File: config.mk
export PLATFORM = sky130hd
export DESIGN_NAME = countdown_timer
export DESIGN_NICKNAME = d
export VERILOG_FILES = /design/src/rtl/countdown_timer.sv
export SDC_FILE = /design/constraint.sdc
export NUM_CORES = 1
export LEC_CHECK = 0
export BUFFER_PORTS_ARGS = -buffer_cell sky130_fd_sc_hd__clkbuf_2
export CORE_MARGIN = 3
export CORE_UTILIZATION = 26
export CTS_CLUSTER_DIAMETER = 200
export CTS_CLUSTER_SIZE = 14
export DETAILED_ROUTE_END_ITERATION = 10
export PLACE_DENSITY = 0.52
export SLEW_MARGIN = 20
export SYNTH_ARGS = -nofsm -noshare
export SYNTH_HDL_FRONTEND = slang
export SYNTH_SLANG_ARGS = --single-unit
File: constraint.sdc
create_clock -name clk -period 3 [get_ports clk]
set_clock_uncertainty 0.1 [all_clocks]
set_input_delay 0 -clock clk [delete_from_list [all_inputs] [get_ports clk]]
set_output_delay 0 -clock clk [all_outputs]
set_load 0.05 [all_outputs]
File: src/rtl/countdown_timer.sv
// countdown_timer
//   Loadable N-bit down-counter with start / pause / abort control. Used as a
//   programmable delay or timeout source. A one-cycle registered `done` pulse
//   marks terminal count; a start with an effective value of zero produces an
//   immediate done without leaving IDLE.
//
//   Optional feature (compile-time macro AUTO_RELOAD_EN):
//     defined   - on terminal count the counter reloads from the reload
//                 register and keeps running (free-running period timer).
//     undefined - one-shot; the reload register is not built.
//
// Ports
//   clk       in   rising-edge clock
//   rst_n     in   asynchronous active-low reset
//   load      in   capture load_val into count (and reload), IDLE only
//   load_val  in   [N-1:0] value to load
//   start     in   begin countdown, IDLE only
//   pause     in   level; freezes count while running
//   abort     in   stop immediately, no done
//   count     out  [N-1:0] current counter value (registered)
//   busy      out  high in RUN and PAUSED
//   done      out  one-cycle registered pulse on reaching terminal count
//   zero      out  count == 0 (decoded from the registered count)
module countdown_timer #(
    parameter int unsigned N = 4
) (
    input  logic         clk,
    input  logic         rst_n,
    input  logic         load,
    input  logic [N-1:0] load_val,
    input  logic         start,
    input  logic         pause,
    input  logic         abort,
    output logic [N-1:0] count,
    output logic         busy,
    output logic         done,
    output logic         zero
);

    typedef enum logic [1:0] {
        IDLE   = 2'd0,
        RUN    = 2'd1,
        PAUSED = 2'd2
    } state_t;

    state_t       state_q, state_d;
    logic [N-1:0] count_q, count_d;
    logic         done_q,  done_d;
    logic [N-1:0] count_dec;
    logic [N-1:0] eff_val;
`ifdef AUTO_RELOAD_EN
    logic [N-1:0] reload_q, reload_d;
`endif

    // Ripple-borrow decrementer: borrow enters at bit 0 and propagates
    // through every trailing zero.
    function automatic logic [N-1:0] dec_ripple(input logic [N-1:0] v);
        logic [N-1:0] borrow;
        borrow    = '0;
        borrow[0] = 1'b1;
        for (int unsigned i = 1; i < N; i++) begin
            borrow[i] = ~v[i-1] & borrow[i-1];
        end
        return v ^ borrow;
    endfunction

    assign count_dec = dec_ripple(count_q);
    // A same-cycle load feeds start directly, so start sees the new value.
    assign eff_val   = load ? load_val : count_q;

    always_comb begin
        state_d  = state_q;
        count_d  = count_q;
        done_d   = 1'b0;
`ifdef AUTO_RELOAD_EN
        reload_d = reload_q;
`endif
        unique case (state_q)
            IDLE: begin
                if (!abort) begin
                    if (load) begin
                        count_d  = load_val;
`ifdef AUTO_RELOAD_EN
                        reload_d = load_val;
`endif
                    end
                    if (start) begin
                        if (eff_val != '0) begin
                            state_d = RUN;
                        end else begin
                            done_d = 1'b1;
                        end
                    end
                end
            end
            RUN: begin
                if (abort) begin
                    state_d = IDLE;
                end else if (pause) begin
                    state_d = PAUSED;
                end else if (count_q == N'(1)) begin
                    done_d = 1'b1;
`ifdef AUTO_RELOAD_EN
                    count_d = reload_q;
`else
                    count_d = '0;
                    state_d = IDLE;
`endif
                end else begin
                    count_d = count_dec;
                end
            end
            PAUSED: begin
                if (abort) begin
                    state_d = IDLE;
                end else if (!pause) begin
                    state_d = RUN;
                end
            end
            default: begin
                state_d = IDLE;
            end
        endcase
    end

    always_ff @(posedge clk or negedge rst_n) begin
        if (!rst_n) begin
            state_q  <= IDLE;
            count_q  <= '0;
            done_q   <= 1'b0;
`ifdef AUTO_RELOAD_EN
            reload_q <= '0;
`endif
        end else begin
            state_q  <= state_d;
            count_q  <= count_d;
            done_q   <= done_d;
`ifdef AUTO_RELOAD_EN
            reload_q <= reload_d;
`endif
        end
    end

    assign count = count_q;
    assign busy  = (state_q != IDLE);
    assign done  = done_q;
    assign zero  = (count_q == '0);

endmodule

# --- Word-level counts from Yosys, hierarchy flattened ---
# Index checks and enable logic that the tools add are counted.
word_totals:
  reg_bits: 7
  in_bits: 10
  output_inout_bits: 7
op_classes:
  n_eq_ne: 10
  mux: 22
  bitwise_logic: 6
  n_reduce_logical: 7
op_table:
  columns: ["op", "n"]
  rows:
  - ["$mux 4", 5]
  - ["$mux 2", 8]
  - ["$ne 2x2->1 const B", 5]
  - ["$pmux 4 s2", 1]
  - ["$mux 1", 6]
  - ["$pmux 2 s3", 1]
  - ["$reduce_and 5->1", 1]
  - ["$eq 4x1->1 const B", 1]
  - ["$logic_not 4->1", 1]
  - ["$ne 4x4->1 const B", 1]
  - ["$reduce_and 4->1", 1]
  - ["$reduce_bool 2->1", 2]
  - ["$reduce_bool 4->1", 1]
  - ["$xor 4x4->4", 1]
  - ["$ne 3x3->1 const B", 1]
  - ["$not 1->1", 3]
  - ["$and 1x1->1", 2]
  - ["$eq 2x1->1 const B", 1]
  - ["$eq 2x2->1 const B", 1]
  - ["$logic_not 2->1", 1]
  - ["$pmux 1 s2", 1]

# --- Logic depth before layout (Yosys ltp) ---
# Gate-level depths: netlist of the first run.
depth:
  ltp_word: 8
  depth_mapped: 6
  depth_no_buf: 6

# --- Least setup slack after synthesis of the first run ---
# OpenSTA, ideal clock, no wires.
synth_timing:
  path_kind: "register to output"
  start: "register count_q[1], in the netlist count[1]"
  end: "output port zero"
  t_arrival_ps: 2022
  t_required_ps: 2900
  slack_ps: 878
  path_stages_with_launch: 4
  path_buffers: 0
  path_cell_list: "dfrtp_1 inv_1 ha_1 nor3b_1"
synth_between:
  elab_chain_len: 1
synth_lines:
  columns: ["item", "line_no", "rtl"]
  rows:
  - ["start, declared", "47", "logic [N-1:0] count_q, count_d;"]
  - ["start signal, assigned", "136", "count_q <= count_d;"]
  - ["$logic_not 4->1", "147", "assign zero = (count_q == '0);"]
  - ["end, declared", "37", "output logic zero"]
# Every way passes these cells.

# --- Final worst setup path of the first run ---
layout_timing:
  start: "register count_q[0], in the netlist count[0]"
  end: "register count_q[2], in the netlist count[2]"
layout_between:
  elab_chain_len: 7
  elab_cells_between_ends: 8
  classes_between: "eq/ne (1); mux (4); bitwise (3)"
layout_lines:
  columns: ["item", "line_no", "rtl"]
  rows:
  - ["$not 1->1", "62", "borrow[i] = ~v[i-1] & borrow[i-1];"]
  - ["$and 1x1->1", "62", null]
  - ["$xor 4x4->4", "64", "return v ^ borrow;"]
  - ["$mux 4 *", "101", "end else if (count_q == N'(1)) begin"]
  - ["$mux 4 *", "99", "end else if (pause) begin"]
  - ["$mux 4 *", "97", "if (abort) begin"]
  - ["$pmux 4 s2 *", "78", "unique case (state_q)"]
# Mark *: on every way between the ends. The rest lies on a longest branch, timed or not. The select of a mux whose other input is x is not followed.
# A chain may end at the register's enable or synchronous reset.

==> key figures, run 1 <==
Run status
  – Status: completed

Clocking
  – Register clock-pin slew on the reported worst setup and hold paths: 60 ps
  – CTS Buf Count: 3
  – Bufs on Longest Clock Path: 2
  – Htree depth: 1
  – Clock root cell: clkbuf_4
  – Total clock sinks: 7
  – Post-CTS Resized: 0
  – Worst skew pair latency: 250 ps
  – Cts hold-fix bufs: 6
  – Post CTS Setup Buffer Count: 0
  – CTS tree: built

Detailed routing
  – DRC viols: 0
  – Vias per std cell: 4.90
  – Pre-Repair DR Iteration Count: 4
  – Final wirelength: 1.34 mm
  – Routed Antenna Nets: 0
  – Vias: 510
  – WL/cell: 12.9 um
  – Initial DRC count: 13

Floorplan
  – Die height: 51.6 um
  – Chip width: 51.6 um
  – Initial Utilization: 0.294
  – Area of the core: 1840 um^2
  – Die area: 2660 um^2
  – I/O pin total: 17
  – Row count: 15

Layout
  – Synth-to-Final Area Change: 33.1%
  – ANT cells: 0
  – Final core utilization: 0.391
  – Multi-input gate area: 335 um^2
  – Share of cells above drive strength 1: 0.329
  – Reg area: 175 um^2
  – Net count reported at finish: 93
  – Fill count: 212

STA
  – Final Hold Fails: 0
  – Slew @ Worst Pin: 391 ps
  – Minimum clock period: 1700 ps
  – Max Freq: 587 MHz
  – Final period util: 0.568
  – Slew HR: 0.739
  – Hold Worst Slack: 17.4 ps
  – Final setup fails: 0
  – RSZ-0062 raised after global routing: false
  – Max Slew Vio Count: 0
  – TNS Setup: 0 ps

Critical path
  – Reg2Reg Launch Point: count[0]
  – Kind of critical path: reg2reg
  – Req. time, crit path: 3080 ps
  – Max FO, Critical Path: 6
  – Arrival time worst endpoint: 1780 ps
  – Worst Setup End Kind: register
  – Critical Path Start Type: register
  – Crit Reg-Reg Endpoint: count[2]
  – Reg2reg path depth: 5
  – R2R Setup Slk: 1300 ps

Power and ir drop
  – Net Switching: 0.000257 W
  – Power Density: 725 nW/um^2
  – Sw Ratio: 0.492
  – Static leakage: 0.321 nW
  – Cell Int Power: 0.000265 W
  – Power share of the sequential group: 0.309
  – Logic pwr share: 0.520
  – Peak VDD IR: 0.393 mV
  – Clock power frac: 0.171
  – Power, Total: 0.000522 W

Placed design
  – RD Place Congestion: 0.865
  – Count of input and output buffers: 16
  – Post-DP HPWL: 1.04 mm

Logic synthesis
  – Top cells by area, synth: dfrtp_1, ha_1, nor3b_1
  – Mapped cell area: 541 um^2
  – Mapped Cells: 56
  – FF+latch count, synth: 7
  – Post-Syn Nets: 69
  – Post-synthesis compound-gate area fraction: 0.208
  – Post-synthesis sequential area ratio: 0.324
  – Syn avg cell area: 9.65 um^2
  – Area share of the largest cell type after synthesis: 0.324
  – Largest family of logic cells by synthesized area: simple AND/OR/NAND/NOR gates
  – Cell variety after synth: 28
  – Xor/xnor share of the synthesized area: 0.0162
  – Mux cell area share after synthesis: 0.0602
  – Adder-Cell Fraction of Synth Area: 0.0694
  – Cell accounting for the most synthesized area: dfrtp_1
  – Post-Synth Simple-Gate Area: 0.266
  – Synthesis warning total: 0

Global route
  – GRT overflow: 0
  – First-pass GRT wire length: 2.35 mm
  – Initial antenna violation count: 0
  – Vias in the first global route: 528
  – GRT Overall Usage: 0.120
  – Pin count of the biggest net entering global routing: 12

Hold path
  – Worst min path class: in2async

Job
  – Max-Cap Viols: 0
==> worst max-delay path by stage <==
stage	from	slack [ps]	end	cells past startpoint
after floorplan	count[1]	880	zero	3
after global placement	count[0]	1340	count[2]	5
after detailed placement	count[0]	1320	count[2]	5
after CTS	count[0]	1290	count[2]	5
after global routing	count[0]	1210	count[2]	5
final	count[0]	1300	count[2]	5
==> final cells by class <==
class                   instances  share of cell area
multi-input cells              43               0.466
clock buffers                   4              0.0365
inverters                       3              0.0157
repair buffers                 22               0.195
flip-flops and latches          7               0.243
well taps                      25              0.0435
==> sequential cells by signal, indices dropped and copies added, names as in the netlist <==
| register | cells |
|---|---|
| done | 1 |
| count | 4 |
| state_q | 2 |
==> cell families (layout without fill, tap and decap cells) <==
family,after synthesis,count (layout)
compound gates,14,14
flops,7,7
simple gates,22,22
buf+inv,6,29
fa+ha+maj,3,3
xor+xnor,1,1
mux,3,3
==> Yosys cell counts <==
master / count
o22ai_1: 1
nand4bb_1: 1
or3b_2: 1
dfrtp_1: 7
nor2b_1: 3
a32o_1: 1
or3_1: 1
a22o_1: 1
nor3_1: 1
nand2b_1: 1
a211oi_2: 2
o2bb2ai_1: 3
nor2_1: 3
or4_4: 1
mux2i_1: 1
nand2_1: 3
inv_1: 3
buf_6: 1
xnor2_1: 1
nor3b_1: 5
a31oi_1: 2
or2_2: 1
a32oi_1: 1
ha_1: 3
clkbuf_1: 2
or4b_1: 1
o21ai_0: 3
mux2_2: 2
==> power by group through the flow <==
stage	Combinational, W	Sequential (W)	Clock, W
4_1_cts	0.000275	0.000161	0.0000929
2_1_floorplan	0.000138	0.000222	0
3_5_place_dp	0.000264	0.000163	0
5_1_grt	0.000298	0.000168	0.0000970
6_report	0.000271	0.000161	0.0000892
3_3_place_gp	0.000265	0.000161	0
==> per-stage QoR <==
step | cells | cell area [um^2] | setup WS (ps)
final | 104 | 719 | 1300
after global routing | 104 | 719 | 1210
after CTS | 104 | 719 | 1290
after detailed placement | 94 | 633 | 1320
after global placement | 94 | 633 | 1340
after floorplan | 56 | 541 | 878
==> critical path, cell delays in order (launching register included) <==
cell	delay [ps]
dfrtp_1	440
inv_1	80
ha_1	220
ha_1	270
or3_1	360
a31oi_1	160
==> metal layers <==
layer / vias up / routed length (um) / track usage
met4: 0 / 25 / 0.0655
met5: - / 0 / 0
met3: 4 / 61 / 0.0344
met2: 15 / 599 / 0.180
li1: 260 / - / -
met1: 231 / 655 / 0.155
==> cell usage in the layout, fill, tap and decap left out, drive strengths merged <==
cell         count
nor2             3
mux2i            1
a32o             1
inv              3
a32oi            1
a31oi            2
nor3             1
ha               3
nand2            3
dlygate4sd3      6
xnor2            1
mux2             2
or2              1
o22ai            1
a22o             1
nand4bb          1
dfrtp            7
or4b             1
nand2b           1
clkbuf          20
or3              1
or4              1
o21ai            3
a211oi           2
or3b             1
nor3b            5
o2bb2ai          3
nor2b            3
(Power assumes the default switching activity.)
==> run 2: changes to the inputs <==
- ABC_AREA: unset -> 1
- PLACE_DENSITY: 0.52 -> 0.53
- clock period: 3 -> 1.6 ns (I/O delays scaled with it)
==> run 2 against run 1 <==
Clock-buffer cell count is the same. Core utilization grew 0.26 points. Sequential cell count is the same. Critical path depth is the same. Worst hold slack gained 12 ps. Clock power grew 82%. Combinational power grew to 3.0 times the previous value. Via count grew 11%. Wire length shrank 5.1%. Final cell count grew 25%. Critical path type is now reg2out.
==> key figures, run 2 <==
Run status
  – Status: completed

Critical path
  – CP dominant cell by count: inv_1
  – R2R Setup Slk: 140 ps (-1160 ps)
  – Reg2Reg Launch Point: state_q[0]
  – Reg2reg path depth: 4 (-1)
  – Critical path buffer and inverter count: 3 (+2)
  – CP cell instances: inv_1 > ha_1 > inv_1 > nor2_2 > clkbuf_2
  – Critical path's largest stage delay: 420 ps (-20 ps)
  – Max FO, Critical Path: 4 (-2)
  – Worst Setup End Kind: output port
  – Critical Path Start Type: register
  – Highest-delay cell along the critical path: dfrtp_2
  – Req. time, crit path: 1500 ps (-1580 ps)
  – Kind of critical path: reg2out
  – Arrival time worst endpoint: 1380 ps (-400 ps)
  – Crit Reg-Reg Endpoint: state_q[1]
  – Crit-path leading delay family: buffers and inverters

Layout
  – Largest register FFs: 4 (unchanged)
  – Net count reported at finish: 119 (+28%)
  – Highest-count cells in the layout ignoring fill and taps: nand2_1, clkbuf_2, inv_1
  – Share of cells above drive strength 1: 0.248 (-0.0815)
  – Commonest non-fill, non-tap cell in the layout: nand2_1
  – Reg area: 178 um^2 (+1.4%)
  – Synth-to-Final Area Change: 37.3%
  – Fill count: 209 (-1.4%)
  – Final cell count without fillers: 130 (+25%)
  – ANT cells: 0 (unchanged)
  – Multi-input gate area: 292 um^2 (-13%)

Floorplan
  – Chip width: 50.6 um (-2.0%)
  – I/O pin total: 17 (unchanged)
  – Row count: 15 (unchanged)
  – Area of the core: 1800 um^2 (-2.0%)
  – Die area: 2560 um^2 (-3.9%)
  – Initial Utilization: 0.287 (-0.00707)
  – Die height: 50.6 um (-2.0%)

Detailed routing
  – Final wirelength: 1.27 mm (-5.1%)
  – DRC viols: 0 (unchanged)
  – Initial DRC count: 10 (-3)
  – Routed Antenna Nets: 0 (unchanged)
  – Vias: 568 (+11%)
  – WL/cell: 9.79 um (-24%)
  – Vias per std cell: 4.37 (-11%)
  – Pre-Repair DR Iteration Count: 4 (unchanged)

Logic synthesis
  – Mux cell area share after synthesis: 0 (-0.0602)
  – Ys async rst share: 1.00 (unchanged)
  – Cell accounting for the most synthesized area: dfrtp_1
  – Synth top cells by count: nand2_1, inv_1, nor2_1
  – Xor/xnor share of the synthesized area: 0 (-0.0162)
  – Top-count cell post-synth: nand2_1
  – FF+latch count, synth: 7 (unchanged)
  – Post-synthesis compound-gate area fraction: 0.140 (-0.0679)
  – Adder-Cell Fraction of Synth Area: 0.0726 (+0.00319)
  – Number of synthesized flops with an enable pin: 0 (unchanged)
  – Synthesis warning total: 0 (unchanged)
  – Syn avg cell area: 6.46 um^2 (-33%)
  – Largest family of logic cells by synthesized area: simple AND/OR/NAND/NOR gates
  – Cell variety after synth: 13 (-54%)
  – Post-synth top flop: dfrtp_1
  – Area share of the largest cell type after synthesis: 0.339 (+0.0149)
  – Mapped cell area: 517 um^2 (-4.4%)
  – Post-synthesis sequential area ratio: 0.339 (+0.0149)
  – Mapped Cells: 80 (+43%)
  – Post-Synth Simple-Gate Area: 0.346 (+0.0800)
  – Top cells by area, synth: dfrtp_1, nand2_1, inv_1
  – Post-Syn Nets: 93 (+35%)

Clocking
  – Htree depth: 1 (unchanged)
  – Cts hold-fix bufs: 5 (-1)
  – Post-CTS Resized: 0 (unchanged)
  – Worst skew pair latency: 250 ps (about the same)
  – CTS Buf Count: 3 (unchanged)
  – Clock root cell: clkbuf_4
  – Bufs on Longest Clock Path: 2 (unchanged)
  – Register clock-pin slew on the reported worst setup and hold paths: 50 ps (about the same)
  – Post CTS Setup Buffer Count: 0 (unchanged)
  – Total clock sinks: 7 (unchanged)
  – CTS tree: built

Global route
  – GRT Overall Usage: 0.109 (-0.0118)
  – Initial antenna violation count: 0 (unchanged)
  – GRT overflow: 0 (unchanged)
  – Vias in the first global route: 501 (-5.1%)
  – Pin count of the biggest net entering global routing: 9 (-3)
  – First-pass GRT wire length: 2.07 mm (-12%)

Power and ir drop
  – Power, Total: 0.00130 W (+150%)
  – Power Density: 1830 nW/um^2 (+150%)
  – Peak VDD IR: 0.714 mV (+82%)
  – Static leakage: 0.385 nW (+20%)

STA
  – Final setup fails: 0 (unchanged)
  – TNS Setup: 0 ps (unchanged)
  – Slew @ Worst Pin: 260 ps (-131 ps)
  – Max Slew Vio Count: 0 (unchanged)
  – RSZ-0062 raised after global routing: false
  – Final period util: 0.922
  – Minimum clock period: 1480 ps
  – Max Freq: 678 MHz
  – Hold Worst Slack: 29.5 ps (+12.1 ps)
  – Slew HR: 0.825 (+0.0863)
  – Final Hold Fails: 0 (unchanged)

Placed design
  – Count of input and output buffers: 16 (unchanged)
  – Post-DP HPWL: 1.07 mm (+2.2%)
  – Placed insts: 121 (+29%)
  – RD Place Congestion: 0.879 (+1.6%)

Hold path
  – Worst min path class: in2async

Job
  – Max-Cap Viols: 0 (unchanged)
-- run 2: logic make-up (layout without fill, tap and decap cells) --
family,count (synthesis),count (layout)
adders and majority gates,3,3
AOI/OAI and AO/OA,14,14
buffers and inverters,14,39
DFF,7,7
and+or+nand+nor,42,42
-- run 2: worst max-delay path by stage --
stage,start,to,slack [ps],depth (start not counted)
floorplan,count[0],count[3],80,7
global placement,count[0],count[3],200,7
detailed placement,count[0],count[3],180,7
CTS,count[0],zero,90,5
global route,count[0],zero,20,5
finish,count[0],zero,120,5
-- run 2: power by group --
part / total, W / switching (W) / internal [W]
registers: 0.000314 / 0.0000672 / 0.000246
logic: 0.000825 / 0.000589 / 0.000237
clock network: 0.000162 / 0.0000671 / 0.0000953
-- run 2: area by class of cell --
cell class,instances,area share
well taps,25,0.0441
flip-flops and latches,7,0.250
multi-input cells,59,0.411
repair buffers,21,0.183
clock buffers,4,0.0370
inverters,14,0.0741
-- run 2: metal layers --
layer / share of wire / GRT usage
met5: 0 / 0
met2: 0.52 / 0.200
met1: 0.43 / 0.113
met4: 0 / 0.0135
met3: 0.045 / 0.0534
-- run 2: per-stage QoR --
| step | area (um^2) | setup WS (ps) | util |
|---|---|---|---|
| 2_1_floorplan | 522 | 78.3 | - |
| 3_3_place_gp | 633 | 197 | 0.351 |
| 3_5_place_dp | 633 | 179 | 0.351 |
| 4_1_cts | 709 | 92.0 | 0.394 |
| 5_1_grt | 709 | 21.5 | 0.394 |
| 6_report | 709 | 124 | 0.394 |
==> run 3: changes to the inputs <==
- CTS_BUF_LIST: unset -> sky130_fd_sc_hd__clkbuf_8
==> run 3 against run 2 <==
Via count down 1.6%. Combinational power hardly changed. Fmax up 0.28%. Critical path type is now in2reg. Critical path depth increased by 1. Critical endpoint is now state_q[1]. Clock power is 50% higher. Register-to-register slack about the same. Sequential cell count stayed put. Sequential share of layout area is 0.31 points lower. Sequential power about the same. Final cell count fell by 0.77%.
==> key figures, run 3 (synthesized netlist as in run 2, its figures left out) <==
Run status
  – Status: completed

Clocking
  – Bufs on Longest Clock Path: 2 (unchanged)
  – Post-CTS Resized: 0 (unchanged)
  – Clock root cell: clkbuf_8
  – Total clock sinks: 7 (unchanged)
  – Cts hold-fix bufs: 4 (-1)
  – Worst skew pair latency: 230 ps (-20 ps)
  – CTS tree: built
  – Htree depth: 1 (unchanged)
  – Post CTS Setup Buffer Count: 0 (unchanged)
  – CTS Buf Count: 3 (unchanged)
  – Register clock-pin slew on the reported worst setup and hold paths: 40 ps (about the same)

STA
  – TNS Setup: 0 ps (unchanged)
  – Final period util: 0.920 (-0.00261)
  – Final Hold Fails: 0 (unchanged)
  – Final setup fails: 0 (unchanged)
  – Max Freq: 680 MHz (+0.28%)
  – Minimum clock period: 1470 ps (-4.18 ps)
  – RSZ-0062 raised after global routing: false
  – Max Slew Vio Count: 0 (unchanged)
  – Slew @ Worst Pin: 262 ps (+1.77 ps)
  – Slew HR: 0.824 (-0.00119)

Detailed routing
  – Met1 WL: 545 um (-1.4%)
  – WL met2: 652 um (-1.5%)
  – Final wirelength: 1.27 mm (unchanged)
  – Vias per std cell: 4.33 (-0.82%)
  – Met3 Wirelength: 75 um (+32%)
  – Initial DRC count: 5 (-5)
  – Routed Antenna Nets: 0 (unchanged)
  – Pre-Repair DR Iteration Count: 4 (unchanged)
  – Vias: 559 (-1.6%)
  – WL/cell: 9.87 um (+0.78%)
  – Top Metal Used: met3
  – DRC viols: 0 (unchanged)

Power and ir drop
  – Power share of the sequential group: 0.228 (-0.013)
  – Peak VDD IR: 0.785 mV (+9.9%)
  – Static leakage: 0.393 nW (+2.0%)
  – Sw Ratio: 0.531 (-0.0250)
  – Cell Int Power: 0.000648 W (+12%)
  – Power Density: 1920 nW/um^2 (+4.8%)
  – Logic pwr share: 0.596 (-0.038)
  – Clock power frac: 0.176 (+0.051)
  – Net Switching: 0.000733 W (+1.3%)

Critical path
  – Max FO, Critical Path: 5 (+1)
  – Crit Reg-Reg Endpoint: state_q[1]
  – Arrival time worst endpoint: 1530 ps (+150 ps)
  – Worst Setup End Kind: register
  – R2R Setup Slk: 150 ps (about the same)
  – Setup crit end: state_q[1]
  – Crit. Startpoint: abort
  – Critical Path Start Type: input port
  – Kind of critical path: in2reg
  – Reg2reg path depth: 4 (unchanged)
  – Req. time, crit path: 1660 ps (+160 ps)
  – Reg2Reg Launch Point: state_q[0]

Placed design
  – Post-DP HPWL: 1.07 mm (unchanged)
  – Count of input and output buffers: 16 (unchanged)
  – RD Place Congestion: 0.879 (unchanged)
  – Placed insts: 121 (unchanged)

Layout
  – Final cell count without fillers: 129 (-0.77%)
  – Commonest non-fill, non-tap cell in the layout: nand2_1
  – Multi-input gate area: 292 um^2 (unchanged)
  – Share of cells above drive strength 1: 0.250 (+0.00238)
  – Largest register FFs: 4 (unchanged)
  – ANT cells: 0 (unchanged)
  – Highest-count cells in the layout ignoring fill and taps: nand2_1, clkbuf_2, inv_1
  – Net count reported at finish: 118 (-0.84%)
  – Fill count: 210 (+0.48%)
  – Reg area: 178 um^2 (unchanged)
  – Synth-to-Final Area Change: 39.0%

Floorplan
  – I/O pin total: 17 (unchanged)
  – Die height: 50.6 um (unchanged)
  – Die area: 2560 um^2 (unchanged)
  – Chip width: 50.6 um (unchanged)
  – Area of the core: 1800 um^2 (unchanged)
  – Row count: 15 (unchanged)
  – Initial Utilization: 0.287 (unchanged)

Global route
  – Initial antenna violation count: 0 (unchanged)
  – GRT Overall Usage: 0.107 (-0.00185)
  – Vias in the first global route: 481 (-4.0%)
  – Pin count of the biggest net entering global routing: 9 (unchanged)
  – First-pass GRT wire length: 2.03 mm (-2.0%)
  – GRT overflow: 0 (unchanged)

Hold path
  – Worst min path class: in2reg

Job
  – Max-Cap Viols: 0 (unchanged)
-- run 3: metrics by stage --
| step | hold slack, ps | utilization | setup WS [ps] | area, um^2 | power, W |
|---|---|---|---|---|---|
| after detailed placement | -248 | 0.351 | 179 | 633 | 0.00114 |
| after global routing | 51.9 | 0.399 | 31.5 | 718 | 0.00151 |
| final | 9.18 | 0.399 | 128 | 718 | 0.00138 |
| after global placement | -248 | 0.351 | 197 | 633 | 0.00114 |
| after floorplan | -396 | - | 78.3 | 522 | 0.000949 |
| after CTS | 12.0 | 0.399 | 127 | 718 | 0.00140 |
-- run 3: power groups by stage --
stage,clock network [W],logic (W),registers [W]
finish,0.000243,0.000823,0.000314
floorplan,0,0.000478,0.000471
global route,0.000261,0.000922,0.000326
CTS,0.000250,0.000836,0.000316
detailed placement,0,0.000822,0.000317
global placement,0,0.000821,0.000317
-- run 3: worst max-delay path, stage by stage --
cell,delay [ps]
dlygate4sd3_1,530
clkbuf_2,140
nor2_1,110
nand3_1,100
o31ai_1,80
dlygate4sd3_1,570
-- run 3: cell type report --
type	count	share of cell area
clock buffers	3	0.0575
clock inverters	1	0.00523
repair buffers	20	0.167
flip-flops and latches	7	0.247
well taps	25	0.0436
multi-input cells	59	0.406
inverters	14	0.0732
-- run 3: per-layer routing --
metal  GRT usage  vias up
li1            -      299
met1       0.116      247
met2       0.189       13
met3      0.0534        0
met4      0.0135        0
met5           0        -
-- run 3: how the worst min path moves through the flow --
stage,depth (start not counted),from,end
after floorplan,0,rst_n,count[0]
after global routing,4,pause,done
after detailed placement,1,rst_n,count[3]
after global placement,1,rst_n,count[3]
final,4,pause,done
after CTS,4,pause,done
